File: src/rtl/project1_pkg.sv
// project1_pkg
//   Shared types and constants for the operand framer slice.
//   - framer_state_e : how many bit pairs the framer currently holds
//                      (EMPTY = none, HALF = one, FULL = frame presented)
//   - DEFAULT_CNT_W  : default width of the statistics counters
package project1_pkg;

    localparam int DEFAULT_CNT_W = 8;

    typedef enum logic [1:0] {
        EMPTY = 2'd0,
        HALF  = 2'd1,
        FULL  = 2'd2
    } framer_state_e;

endpackage

File: src/rtl/project1_sat_cnt.sv
// project1_sat_cnt
//   Up-counter that sticks at its all-ones maximum instead of wrapping.
//   A clear always wins over an increment in the same cycle.
//   Ports:
//     clk  - rising-edge clock
//     rst  - asynchronous active-high reset (q -> 0)
//     clr  - synchronous clear (q -> 0 next cycle)
//     inc  - add one this cycle unless already at maximum
//     q    - current count, W bits
module project1_sat_cnt #(
    parameter int W = 8
) (
    input  logic         clk,
    input  logic         rst,
    input  logic         clr,
    input  logic         inc,
    output logic [W-1:0] q
);

    always_ff @(posedge clk or posedge rst) begin
        if (rst) begin
            q <= '0;
        end else if (clr) begin
            q <= '0;
        end else if (inc && (q != {W{1'b1}})) begin
            q <= q + W'(1);
        end
    end

endmodule

File: src/rtl/project1_operand_framer.sv
// project1_operand_framer
//   Collects two serial (x, y) bit pairs into one operand frame
//   {x1, x2, y1, y2} for the minterm-OR evaluator, presents it with a
//   valid/ready handshake, registers the evaluator's answer b and keeps
//   saturating frame / hit statistics.
//
//   Handshakes (both sides):
//     A transfer happens on a rising clk edge where valid and ready are both
//     high. The source keeps its data stable while valid is high and ready
//     is low. sin_ready = (state != FULL) | op_ready, so a new pair may be
//     accepted in the very cycle the presented frame is consumed.
//
//   Optional build macro: PROJECT1_FRAMER_OVERRUN_EN adds the sticky
//   'overrun' output (set on sin_valid & ~sin_ready, cleared by clr_cnt,
//   set wins over clear).
//
//   Ports:
//     clk, rst             - clock, asynchronous active-high reset
//     sin_valid/sin_ready  - serial bit-pair handshake
//     sin_x, sin_y         - serial operand bits
//     x1, x2, y1, y2       - frame bits (first / second captured)
//     op_valid/op_ready    - frame handshake towards the evaluator
//     b_in                 - evaluator result, sampled only on consume
//     res_valid, res_b     - one-cycle pulse with the registered result
//     frame_cnt, hit_cnt   - saturating statistics
//     overrun              - (optional) sticky upstream overrun flag
//     clr_cnt              - synchronous clear of statistics (and overrun)
//     state                - debug view of the framer FSM
module project1_operand_framer
    import project1_pkg::*;
#(
    parameter int CNT_W = DEFAULT_CNT_W
) (
    input  logic             clk,
    input  logic             rst,
    input  logic             sin_valid,
    output logic             sin_ready,
    input  logic             sin_x,
    input  logic             sin_y,
    output logic             x1,
    output logic             x2,
    output logic             y1,
    output logic             y2,
    output logic             op_valid,
    input  logic             op_ready,
    input  logic             b_in,
    output logic             res_valid,
    output logic             res_b,
    output logic [CNT_W-1:0] frame_cnt,
    output logic [CNT_W-1:0] hit_cnt,
`ifdef PROJECT1_FRAMER_OVERRUN_EN
    output logic             overrun,
`endif
    input  logic             clr_cnt,
    output framer_state_e    state
);

    framer_state_e state_q;
    framer_state_e state_d;
    logic          accept;
    logic          consume;

    assign sin_ready = (state_q != FULL) | op_ready;
    assign op_valid  = (state_q == FULL);
    assign accept    = sin_valid & sin_ready;
    assign consume   = (state_q == FULL) & op_ready;
    assign state     = state_q;

    always_ff @(posedge clk or posedge rst) begin
        if (rst) begin
            state_q <= EMPTY;
        end else begin
            state_q <= state_d;
        end
    end

    always_comb begin
        state_d = state_q;
        case (state_q)
            EMPTY: if (accept) state_d = HALF;
            HALF:  if (accept) state_d = FULL;
            FULL: begin
                // A pair arriving with the consume starts the next frame.
                if (consume) state_d = accept ? HALF : EMPTY;
            end
            default: state_d = EMPTY;
        endcase
    end

    // Frame bits. x2/y2 are left stale outside FULL; op_valid qualifies them.
    // An accept while FULL only happens together with a consume, so it
    // loads the first bit of the next frame.
    always_ff @(posedge clk or posedge rst) begin
        if (rst) begin
            x1 <= 1'b0;
            y1 <= 1'b0;
            x2 <= 1'b0;
            y2 <= 1'b0;
        end else if (accept) begin
            if (state_q == HALF) begin
                x2 <= sin_x;
                y2 <= sin_y;
            end else begin
                x1 <= sin_x;
                y1 <= sin_y;
            end
        end
    end

    // Result capture is independent of clr_cnt.
    always_ff @(posedge clk or posedge rst) begin
        if (rst) begin
            res_valid <= 1'b0;
            res_b     <= 1'b0;
        end else begin
            res_valid <= consume;
            if (consume) res_b <= b_in;
        end
    end

    project1_sat_cnt #(.W(CNT_W)) u_frame_cnt (
        .clk (clk),
        .rst (rst),
        .clr (clr_cnt),
        .inc (consume),
        .q   (frame_cnt)
    );

    project1_sat_cnt #(.W(CNT_W)) u_hit_cnt (
        .clk (clk),
        .rst (rst),
        .clr (clr_cnt),
        .inc (consume & b_in),
        .q   (hit_cnt)
    );

`ifdef PROJECT1_FRAMER_OVERRUN_EN
    // A new overrun in the clearing cycle must not be lost, so set wins.
    always_ff @(posedge clk or posedge rst) begin
        if (rst) begin
            overrun <= 1'b0;
        end else if (sin_valid & ~sin_ready) begin
            overrun <= 1'b1;
        end else if (clr_cnt) begin
            overrun <= 1'b0;
        end
    end
`endif

endmodule
File: config.mk
export PLATFORM = sky130hd
export DESIGN_NAME = project1_operand_framer
export DESIGN_NICKNAME = d
export VERILOG_FILES = /design/src/rtl/project1_pkg.sv /design/src/rtl/project1_sat_cnt.sv /design/src/rtl/project1_operand_framer.sv
export SDC_FILE = /design/constraint.sdc
export NUM_CORES = 1
export LEC_CHECK = 0
export ABC_AREA = 1
export CAP_MARGIN = 15
export CORE_MARGIN = 1.5
export CORE_UTILIZATION = 48
export CTS_BUF_LIST = sky130_fd_sc_hd__clkbuf_16
export CTS_CLUSTER_SIZE = 25
export DETAILED_ROUTE_END_ITERATION = 16
export PLACE_DENSITY = 0.77
export RECOVER_POWER = 100
export SLEW_MARGIN = 20
export SYNTH_ARGS = -nofsm -noshare
export SYNTH_HDL_FRONTEND = slang
export SYNTH_SLANG_ARGS = --single-unit
File: constraint.sdc
create_clock -name clk -period 1.3 [get_ports clk]
set_input_delay 0.26 -clock clk [delete_from_list [all_inputs] [get_ports clk]]
set_output_delay 0.26 -clock clk [all_outputs]
set_load 0.01 [all_outputs]
# Word-level counts from Yosys, hierarchy flattened
# Index checks and enable logic that the tools add are counted.
[totals] output_inout_bits=26 ff_bits=24
[op_classes] n_bitwise=5 n_eq_ne=8 reduce_logical=8 muxes=9 add_sub_neg=2
[ops] operator="$mux 8" n=4
[ops] operator="$add 8x1->8 const B" n=2
[ops] operator="$ne 8x8->1 const B" n=2
[ops] operator="$mux 2" n=3
[ops] operator="$ne 2x2->1 const B" n=3
[ops] operator="$pmux 2 s3" n=1
[ops] operator="$reduce_and 2->1" n=2
[ops] operator="$reduce_bool 2->1" n=2
[ops] operator="$and 1x1->1" n=3
[ops] operator="$reduce_and 3->1" n=1
[ops] operator="$eq 2x1->1 const B" n=1
[ops] operator="$eq 2x2->1 const B" n=1
[ops] operator="$logic_and 1x1->1" n=2
[ops] operator="$logic_not 2->1" n=1
[ops] operator="$ne 2x1->1 const B" n=1
[ops] operator="$mux 1" n=1
[ops] operator="$not 1->1" n=1
[ops] operator="$or 1x1->1" n=1

# Longest topological paths before layout
# Gate-level depths: netlist of the first run.
[depth] depth_word=6 ltp_mapped=9 depth_no_buf=9

# Hierarchy
# A second synthesis of the first run with hierarchy kept.
[hier_totals] hier_cells=177 area_unflattened_um2=1358.8
[by_module_without_submodules] mod="project1_sat_cnt" cells_per_inst=69 area_each_um2=506.7 n_inst=2
[by_module_without_submodules] mod="project1_operand_framer" cells_per_inst=39 area_each_um2=345.3 n_inst=1

# Worst setup path before layout of the first run
# Ideal clock, no wire load.
[synth_timing] kind="flip-flop to flip-flop" startpoint="reg u_hit_cnt.q[0]" endpoint="reg u_hit_cnt.q[0]" setup_slack_ns=0.014 t_required_ns=1.224 synth_period_minus_slack_ns=1.286 t_arrival_ns=1.210 path_buffers=0 path_stages_with_launch=7 cell_sequence="dfrtp_1 ha_1 nand2_1 nor2_2 a21oi_1 nand3_1 o21ai_1"
[synth_via] elab_chain_cells=3 word_cells_on_any_way=6
[synth_lines] element="from (decl)" line_no="project1_sat_cnt.sv:17" text="output logic [W-1:0] q"
[synth_lines] element="from (signal assigned)" line_no="project1_sat_cnt.sv:26" text="q <= q + W'(1);"
[synth_lines] element="$add 8x1->8 / $ne 8x8->1 (equally long branches)" line_no="project1_sat_cnt.sv:26, project1_sat_cnt.sv:25"
[synth_lines] element="$mux 8 / $logic_and 1x1->1 (equally long branches)" line_no="project1_sat_cnt.sv:25" text="end else if (inc && (q != {W{1'b1}})) begin"
[synth_lines] element="$mux 8 / $reduce_bool 2->1 (equally long branches)"
# Several ways; a longest one is shown, not always the timed one. The select of a mux whose other input is x is not followed.
# A chain may end at the register's enable or synchronous reset.

# Final worst setup path of the first run
[layout_timing] startpoint="reg u_frame_cnt.q[0]" endpoint="reg u_frame_cnt.q[0]"
[layout_via] elab_chain_cells=3 word_cells_on_any_way=6
[layout_lines] element="from (decl)" line_no="project1_sat_cnt.sv:17"
[layout_lines] element="from (signal assigned)" line_no="project1_sat_cnt.sv:26"
[layout_lines] element="$add 8x1->8 / $ne 8x8->1 (equally long branches)" line_no="project1_sat_cnt.sv:26, project1_sat_cnt.sv:25"
[layout_lines] element="$mux 8 / $logic_and 1x1->1 (equally long branches)" line_no="project1_sat_cnt.sv:25"
[layout_lines] element="$mux 8 / $reduce_bool 2->1 (equally long branches)"
# Several ways; a longest one is shown, not always the timed one. The select of a mux whose other input is x is not followed.

==> impl_metrics.toml, run 1 <==
[status]
run_status = "finished, violations left"
violations = "setup timing"

[sta]
final-max-slew-violation-count = 0
fin_crit_ps = 1380
relSlewSlack = 0.598
worst_pin_slew_ps = 603
max_freq_mhz = 727
tns_ps = -371
fin_worst_skew_ps = 3.82
finalWorstSetupSlack_ps = -75.8
finalHoldViolCount = 0
rsz0062_at_grt = "true"
post-route-period-util = 1.06
setup_viol_count_final = 8

[worst_setup_path]
critical_path_class = "reg -> reg"
arrival_ps = 1570
start_kind = "register"
path_max_fanout = 5
r2r_cells = 9
reg2reg_slack_ps = -80
regToRegStartpoint = "u_frame_cnt.q[0]$_DFFE_PP0P_"
crit_path_end_kind = "register"
crit_buf_inv = 1
worstPathRequired_ps = 1490
cp_slowest_cell = "dfrtp_1"
crit_chain = "ha_2 -> nand2_4 -> nor2_4 -> nand2_2 -> nand2_4 -> nand2_8 -> inv_8 -> nand2_1 -> nand2_1"
r2r-end = "u_frame_cnt.q[0]$_DFFE_PP0P_"
startpoint = "u_frame_cnt.q[0]$_DFFE_PP0P_"
crit_family = "simple AND/OR/NAND/NOR gates"
critPathMaxStageDelay_ps = 420

[clock_tree]
h-tree-depth = 1
clockBufferDepth = 2
cts_buffers = 3
insertion_delay_ps = 250
clk_pin_slew_worst_paths_ps = 60
cts-root-buf = "clkbuf_16"
clock-sinks = 24
cts_hold_buf = 0
cts_tree = "done"

[power]
leakage_nw = 1.17
netSwitchingFraction = 0.321
ir_drop_v = 0.00122
power.internal_mw = 1.71
switchingPower_mw = 0.807
power.density_mw_per_mm2 = 1190
power_mw = 2.52
clkPwrFrac = 0.260
power_frac_seq = 0.386
p_comb_frac = 0.354

[placed_design]
io_buffers = 33
dpl_cell_area_mm2 = 0.00182
dp_hpwl_um = 2490
gp_congestion = 0.815
post-place-cells = 257

[cells_and_area]
layoutNonFillerInstCount = 272
finish.utilization = 0.836
antenna_cells = 0
area_growth_pct = 61.2
nets = 254
fill_cells = 157
fin_area_mm2 = 0.00211
multi_input_area_um2 = 758
seq_area_um2 = 602
layout-drive-gt1-share = 0.351

[logic_synthesis]
synth_area_per_cell_um2 = 7.52
ys_types = 24
yosysSeqAreaShare = 0.459
syn_nets = 184
synth_warnings = 0
synth-seq-cells = 24
syn_inst = 174
netlist_area_mm2 = 0.00131

[run]
maxCapViolCount = 0

[route]
drt_iter0_drc = 42
drc_errors = 0
detail-route-antenna-nets = 0
totalWireLength_um = 3950
dr.pass1.iters = 4
routed_via_density = 5.34
wl_per_cell_um = 14.5
via_count = 1453

[die]
die_height_um = 55.2
start_util = 0.519
die_area_mm2 = 0.00305
dieWidth_um = 55.2
io_pins = 34
rows = 18
core-area_mm2 = 0.00252

[hold_path]
min_path_cells = 2
hp-start = "res_b$_DFFE_PP0P_"
worstHoldEndpoint = "res_b$_DFFE_PP0P_"
hp-class = "reg -> reg"

[grt]
grt_usage = 0.243
antenna_found_initial = 0
grt_pass1_wl_um = 6040
grt_pass1_vias = 1435
overflow = 0
grt_max_degree = 25
## synthesized netlist by cell type
cell      instances  area [µm²]
a21boi_1          1        7.51
a21boi_2          1        11.3
a21o_1            1        7.51
a21oi_1           7        35.0
buf_6             1        11.3
clkinv_4          1        8.76
dfrtp_1          24         601
ha_1              2        25.0
inv_1            20        75.1
inv_2             1        3.75
nand2_1          58         218
nand2_2           3        18.8
nand2_4           2        22.5
nand3_1          16        80.1
nand3b_1          1        7.51
nand4_1           3        18.8
nor2_1           16        60.1
nor2_2            2        12.5
nor3b_1           1        7.51
o21ai_0           7        35.0
o21ai_1           2        10.0
or2_2             1        6.26
or2_4             1        8.76
xor2_1            2        17.5
## how the worst max path moves through the flow
stage	slack, ps	to	cells after the start
floorplan	10	u_hit_cnt.q[0]$_DFFE_PP0P_	6
global placement	-360	sin_ready	3
detailed placement	-370	sin_ready	3
CTS	-80	sin_ready	4
global route	-120	u_frame_cnt.q[0]$_DFFE_PP0P_	9
finish	-80	u_frame_cnt.q[0]$_DFFE_PP0P_	9
## logic make-up after synthesis
logic type	count (synthesis)	share of synthesized area
buffers and inverters	23	0.0755
AOI/OAI and AO/OA	19	0.0813
adders and majority gates	2	0.0191
and+or+nand+nor	104	0.352
xor gates and xnor gates	2	0.0134
DFF	24	0.459
## final cells by class
class / instances / share of cell area
Clock buffer: 3 / 0.0356
Sequential cell: 24 / 0.285
Tap cell: 30 / 0.0178
Inverter: 22 / 0.0463
Multi-Input combinational cell: 128 / 0.359
Timing Repair Buffer: 65 / 0.256
## worst reg2reg max path, delay by kind of cell (launching register included)
family	cells	cell delay, ps
simple gates	7	570
flops	1	420
buf+inv	1	80
fa+ha+maj	1	250
## per-layer routing
| metal | wire (µm) | global-route usage | vias to the layer above |
|---|---|---|---|
| li1 | - | - | 686 |
| met1 | 1490 | 0.282 | 682 |
| met2 | 2060 | 0.440 | 69 |
| met3 | 254 | 0.0328 | 16 |
| met4 | 141 | 0.108 | 0 |
| met5 | 0 | 0 | - |
## state kept, by name, indices dropped and copies added (netlist names)
register / count
u_hit_cnt.q: 8
u_frame_cnt.q: 8
y2: 1
res_valid: 1
res_b: 1
y1: 1
state: 2
x2: 1
x1: 1
## power groups by stage
stage / Clock [mW] / Combinational, mW / Sequential, mW
finish: 0.653 / 0.891 / 0.972
global route: 0.691 / 0.963 / 0.987
CTS: 0.664 / 0.771 / 0.963
detailed placement: 0 / 0.849 / 0.971
global placement: 0 / 0.816 / 0.964
floorplan: 0 / 0.257 / 1.04
## timing repair
item | in CTS | in global routing
buffers inserted | 8 | 4
gates cloned | 1 | 0
resized for setup | 44 | 49
endpoints found under the setup margin | 40 | 22
pin swaps | 11 | 21
## through the flow
step | worst slack [ps] | hold WS [ps]
after floorplan | 14.1 | 275
after global placement | -365 | 457
after detailed placement | -373 | 481
after CTS | -77.5 | 362
after global routing | -125 | 510
final | -75.8 | 496
## cell usage in the layout (no fill, tap or decap), types with 5 or more instances in the layout
cell and instances:
clkdlybuf4s50_1 5, a21oi_1 6, nand2_2 14, dlygate4sd2_1 21
inv_1 18, nand2_1 43, buf_4 29, nand2_4 6
nor2_1 12, nand3_2 5, dfrtp_1 23, nand3_1 11
(Power assumes the default switching activity.)
==> run 2, diff against run 1 <==
Settings changed: TNS_END_PERCENT from default to 5.
==> run 2 against run 1 <==
The flow still finishes with violations (setup timing). Core utilization decreased by 7.7 points. Via count down 7.0%. Die area is the same. Clock skew fell by 0.59 ps. Fmax is 0.84% higher. Setup slack improved by 11 ps. Power fell by 4.4%. Clock-buffer cell count unchanged. Non-clock buffer count down 6. Final cell count is 2.6% lower. First-iteration DRC count down 4.8%. Highest routed layer unchanged.
==> impl_metrics.toml, run 2 (synthesis gave the netlist of run 1 again) <==
[status]
run_status = "finished, violations left"
violations = "setup timing"

[worst_setup_path]
crit_family = "flip-flops"
critical_path_class = "reg -> out"
worstPathRequired_ps = 1040
start_kind = "register"
arrival_ps = 1100
critPathMaxStageDelay_ps = 380
crit_chain = "inv_2 -> nand2_2 -> or2_4 -> buf_6"
cp_slowest_cell = "dfrtp_1"
crit_path_end_kind = "output port"
crit_buf_inv = 2
path_max_fanout = 2

[cells_and_area]
multi_input_area_um2 = 629
mostFrequentLayoutCells = "56 x nand2_1, 26 x buf_4, 23 x dfrtp_1"
layoutNonFillerInstCount = 265
fin_area_mm2 = 0.00192
antenna_cells = 0
nets = 247
area_growth_pct = 46.4
seq_area_um2 = 602
fill_cells = 199
layout-drive-gt1-share = 0.243
final_common_cell = "nand2_1"

[clock_tree]
h-tree-depth = 1
clock-sinks = 24
insertion_delay_ps = 250
clockBufferDepth = 2
cts-root-buf = "clkbuf_16"
clk_pin_slew_worst_paths_ps = 60
cts_tree = "done"
cts_buffers = 3

[sta]
worst_pin_slew_ps = 596
fin_worst_skew_ps = 3.22
relSlewSlack = 0.602
setup_viol_count_final = 13
post-route-period-util = 1.05
rsz0062_at_grt = "true"
fin_crit_ps = 1360
final-max-slew-violation-count = 0
finalWorstSetupSlack_ps = -64.4
finalHoldViolCount = 0
max_freq_mhz = 733

[die]
die_area_mm2 = 0.00305
dieWidth_um = 55.2
die_height_um = 55.2
io_pins = 34
start_util = 0.519
rows = 18
core-area_mm2 = 0.00252

[grt]
antenna_found_initial = 0
grt_usage = 0.232
grt_pass1_wl_um = 5790
grt_pass1_vias = 1376
grt_max_degree = 25
overflow = 0

[route]
drc_errors = 0
routed_via_density = 5.10
totalWireLength_um = 3440
wl_per_cell_um = 13.0
dr.pass1.iters = 4
detail-route-antenna-nets = 0
drt_iter0_drc = 40
via_count = 1351

[power]
power.density_mw_per_mm2 = 1260
ir_drop_v = 0.00116
leakage_nw = 1.07

[hold_path]
hp-class = "reg -> reg"

[placed_design]
post-place-cells = 257
io_buffers = 33
gp_congestion = 0.815
dp_hpwl_um = 2490
dpl_cell_area_mm2 = 0.00182

[run]
maxCapViolCount = 0
==> run 2: changes by cell type in the layout (fill, tap and decap cells not counted), moves of 2 or more <==
cell / delta
nand2_2: -9
nand3_2: -5
nand2_4: -4
buf_4: -3
nor2_4: -4
nand2_1: +13
buf_6: -3
inv_8: -2
nand3_1: +5
nor2_2: +4
o21ai_2: -2
==> run 2: tightest hold or removal path, cell delays in order, from the launching register on <==
cell and delay [ps]:
dfrtp_1 360, nand2_1 60, nand2_1 50
==> run 2: worst paths after layout <==
kind	start	to	slack (ps)	depth (start not counted)
hold / removal	res_b$_DFFE_PP0P_	res_b$_DFFE_PP0P_	490	2
min in group asynchronous	rst	y1$_DFFE_PP0P_	590	3
setup / recovery	state[0]$_DFFE_PP0P_	sin_ready	-60	4
setup reg to reg	u_frame_cnt.q[0]$_DFFE_PP0P_	u_frame_cnt.q[0]$_DFFE_PP0P_	-30	9
hold reg to reg	res_b$_DFFE_PP0P_	res_b$_DFFE_PP0P_	490	2
max in group asynchronous	rst	u_frame_cnt.q[2]$_DFFE_PP0P_	280	3
==> run 2: timing repair <==
| item | CTS | global route |
|---|---|---|
| gates resized for setup | 41 | 12 |
| pin swaps | 2 | 3 |
| hold buffers | 0 | 0 |
| buffers inserted | 2 | 3 |
| endpoints found under the setup margin | 40 | 22 |
==> run 2: through the flow <==
step	util	worst slack, ps	setup TNS [ps]	power, mW	hold slack [ps]
2_1_floorplan	-	14.1	0	1.30	275
3_3_place_gp	0.723	-365	-4080	1.78	457
3_5_place_dp	0.723	-373	-4760	1.82	481
4_1_cts	0.751	-77.5	-138	2.39	362
5_1_grt	0.759	-127	-1530	2.54	510
6_report	0.759	-64.4	-314	2.41	493
==> run 2: routing by layer <==
layer  GRT usage  routed length [µm]  up-vias  part of all wire
li1            -                   -      674                 -
met1       0.276                1430      631              0.42
met2       0.420                1810       40              0.53
met3      0.0304                 137        6             0.040
met4      0.0906                  54        0             0.016
met5           0                   0        -                 0
==> run 2: final cells by class <==
type / count / area share
Timing Repair Buffer: 59 / 0.251
Tap cell: 30 / 0.0196
Clock buffer: 3 / 0.0392
Sequential cell: 24 / 0.314
Multi-Input combinational cell: 127 / 0.329
Inverter: 22 / 0.0470
==> run 2: power breakdown <==
group	internal [mW]	switching (mW)
clock network	0.407	0.248
registers	0.877	0.0891
logic	0.381	0.403
total	1.66	0.740
==> run 3, diff against run 2 <==
Settings changed: PLACE_DENSITY 0.77 to 0.79.
==> run 3 against run 2 <==
The run still ends with setup timing left. Register-to-register slack got worse by 90 ps. Clock skew shrank 1.8 ps. Fmax down 4.0%. Die area unchanged. Sequential cell count is the same. Highest routed layer unchanged.
==> impl_metrics.toml, run 3 (synthesis gave the netlist of run 1 again) <==
[route]
dr_wl_met2_um = 2290
dr_wl_met3_um = 222
dr.pass1.iters = 4
highest_layer = "met4"
detail-route-antenna-nets = 0
via_count = 1527
totalWireLength_um = 4410
wl_met1_um = 1710
wl_per_cell_um = 16.2
drt_iter0_drc = 62
drc_errors = 0
routed_via_density = 5.61

[status]
run_status = "finished, violations left"
violations = "setup timing"

[run]
maxCapViolCount = 0

[clock_tree]
clock-sinks = 24
h-tree-depth = 1
cts_tree = "done"
clk_pin_slew_worst_paths_ps = 70
cts-root-buf = "clkbuf_16"
clockBufferDepth = 2
cts_buffers = 3
insertion_delay_ps = 260
cts_hold_buf = 0

[grt]
grt_usage = 0.248
grt_pass1_wl_um = 6110
antenna_found_initial = 0
overflow = 0
grt_pass1_vias = 1451
grt_max_degree = 25

[placed_design]
dpl_cell_area_mm2 = 0.00185
place_ws_ps = -379
gp_congestion = 0.802
io_buffers = 33
dp_hpwl_um = 2420
post-place-cells = 259

[cells_and_area]
nets = 253
layout-drive-gt1-share = 0.326
antenna_cells = 0
layoutNonFillerInstCount = 272
area_growth_pct = 59.7
finish.utilization = 0.828
fin_area_mm2 = 0.00209
final_common_cell = "nand2_1"
mostFrequentLayoutCells = "47 x nand2_1, 28 x buf_4, 22 x dfrtp_1"

[sta]
tns_ps = -1280
finalWorstSetupSlack_ps = -121
finalHoldViolCount = 0
whs_ps = 436
worst_pin_slew_ps = 615
fin_crit_ps = 1420
relSlewSlack = 0.590
final-max-slew-violation-count = 0
setup_viol_count_final = 18
max_freq_mhz = 704
rsz0062_at_grt = "true"
fin_worst_skew_ps = 1.46
post-route-period-util = 1.09

[worst_setup_path]
critical_path_class = "reg -> reg"
worstPathRequired_ps = 1450
start_kind = "register"
crit_path_end_kind = "register"
path_max_fanout = 6
arrival_ps = 1570

[power]
switchingPower_mw = 0.827
leakage_nw = 1.18
power.internal_mw = 1.89
power_mw = 2.71
p_comb_frac = 0.312
ir_drop_v = 0.00105
power_frac_seq = 0.357
netSwitchingFraction = 0.305
clkPwrFrac = 0.331
power.density_mw_per_mm2 = 1300

[hold_path]
hp-class = "in -> reg"

[die]
core-area_mm2 = 0.00252
start_util = 0.519
io_pins = 34
die_height_um = 55.2
die_area_mm2 = 0.00305
rows = 18
dieWidth_um = 55.2
run 3: changes by cell type in the layout (fill, tap and decap cells not counted), moves of 3 or more:
| cell | delta |
|---|---|
| nand2_1 | -9 |
| nand2_2 | +7 |
| buf_6 | +3 |
| nand2_4 | +3 |
| nor2_4 | +3 |
run 3: power groups by stage:
stage	clock network [mW]	registers, mW	logic [mW]
after global placement	0	0.958	0.822
after detailed placement	0	0.967	0.844
final	0.897	0.968	0.847
after global routing	0.925	0.981	0.906
after floorplan	0	1.04	0.257
after CTS	0.883	0.953	0.775
run 3: routing by layer:
metal | vias to the layer above | track usage
li1 | 689 | -
met1 | 719 | 0.270
met2 | 91 | 0.471
met3 | 28 | 0.0351
met4 | 0 | 0.108
met5 | - | 0
run 3: worst paths after layout:
check / from / to / slack, ps / cells past startpoint
setup / recovery: state[0]$_DFFE_PP0P_ / u_hit_cnt.q[4]$_DFFE_PP0P_ / -120 / 9
hold / removal: op_ready / state[1]$_DFFE_PP0P_ / 440 / 4
setup reg to reg: state[0]$_DFFE_PP0P_ / u_hit_cnt.q[4]$_DFFE_PP0P_ / -120 / 9
hold reg to reg: y2$_DFFE_PP0P_ / y2$_DFFE_PP0P_ / 480 / 2
max in group asynchronous: rst / u_hit_cnt.q[7]$_DFFE_PP0P_ / 270 / 3
min in group asynchronous: rst / u_frame_cnt.q[4]$_DFFE_PP0P_ / 590 / 3
run 3: critical path, cell delays in order (launching register included):
cell     delay, ps
dfrtp_1        400
inv_2           80
buf_4          120
nand4_1        190
inv_1          130
nand2_2         80
nand2_4        140
inv_8           60
nand2_2         50
nand2_1         60
run 3: repair_timing:
item                                    4_1_cts  5_1_grt
gates resized for setup                      45       36
cloned                                        0        1
setup buffers                                 4        4
endpoints found under the setup margin       39       22
pin swaps                                     5        8
run 3: area by class of cell:
class | instances | area [µm²]
Timing Repair Buffer | 64 | 528
Clock inverter | 1 | 30.0
Multi-Input combinational cell | 128 | 723
Fill cell | 157 | 433
Sequential cell | 24 | 603
Inverter | 22 | 92.6
Clock buffer | 3 | 75.1
Tap cell | 30 | 37.5
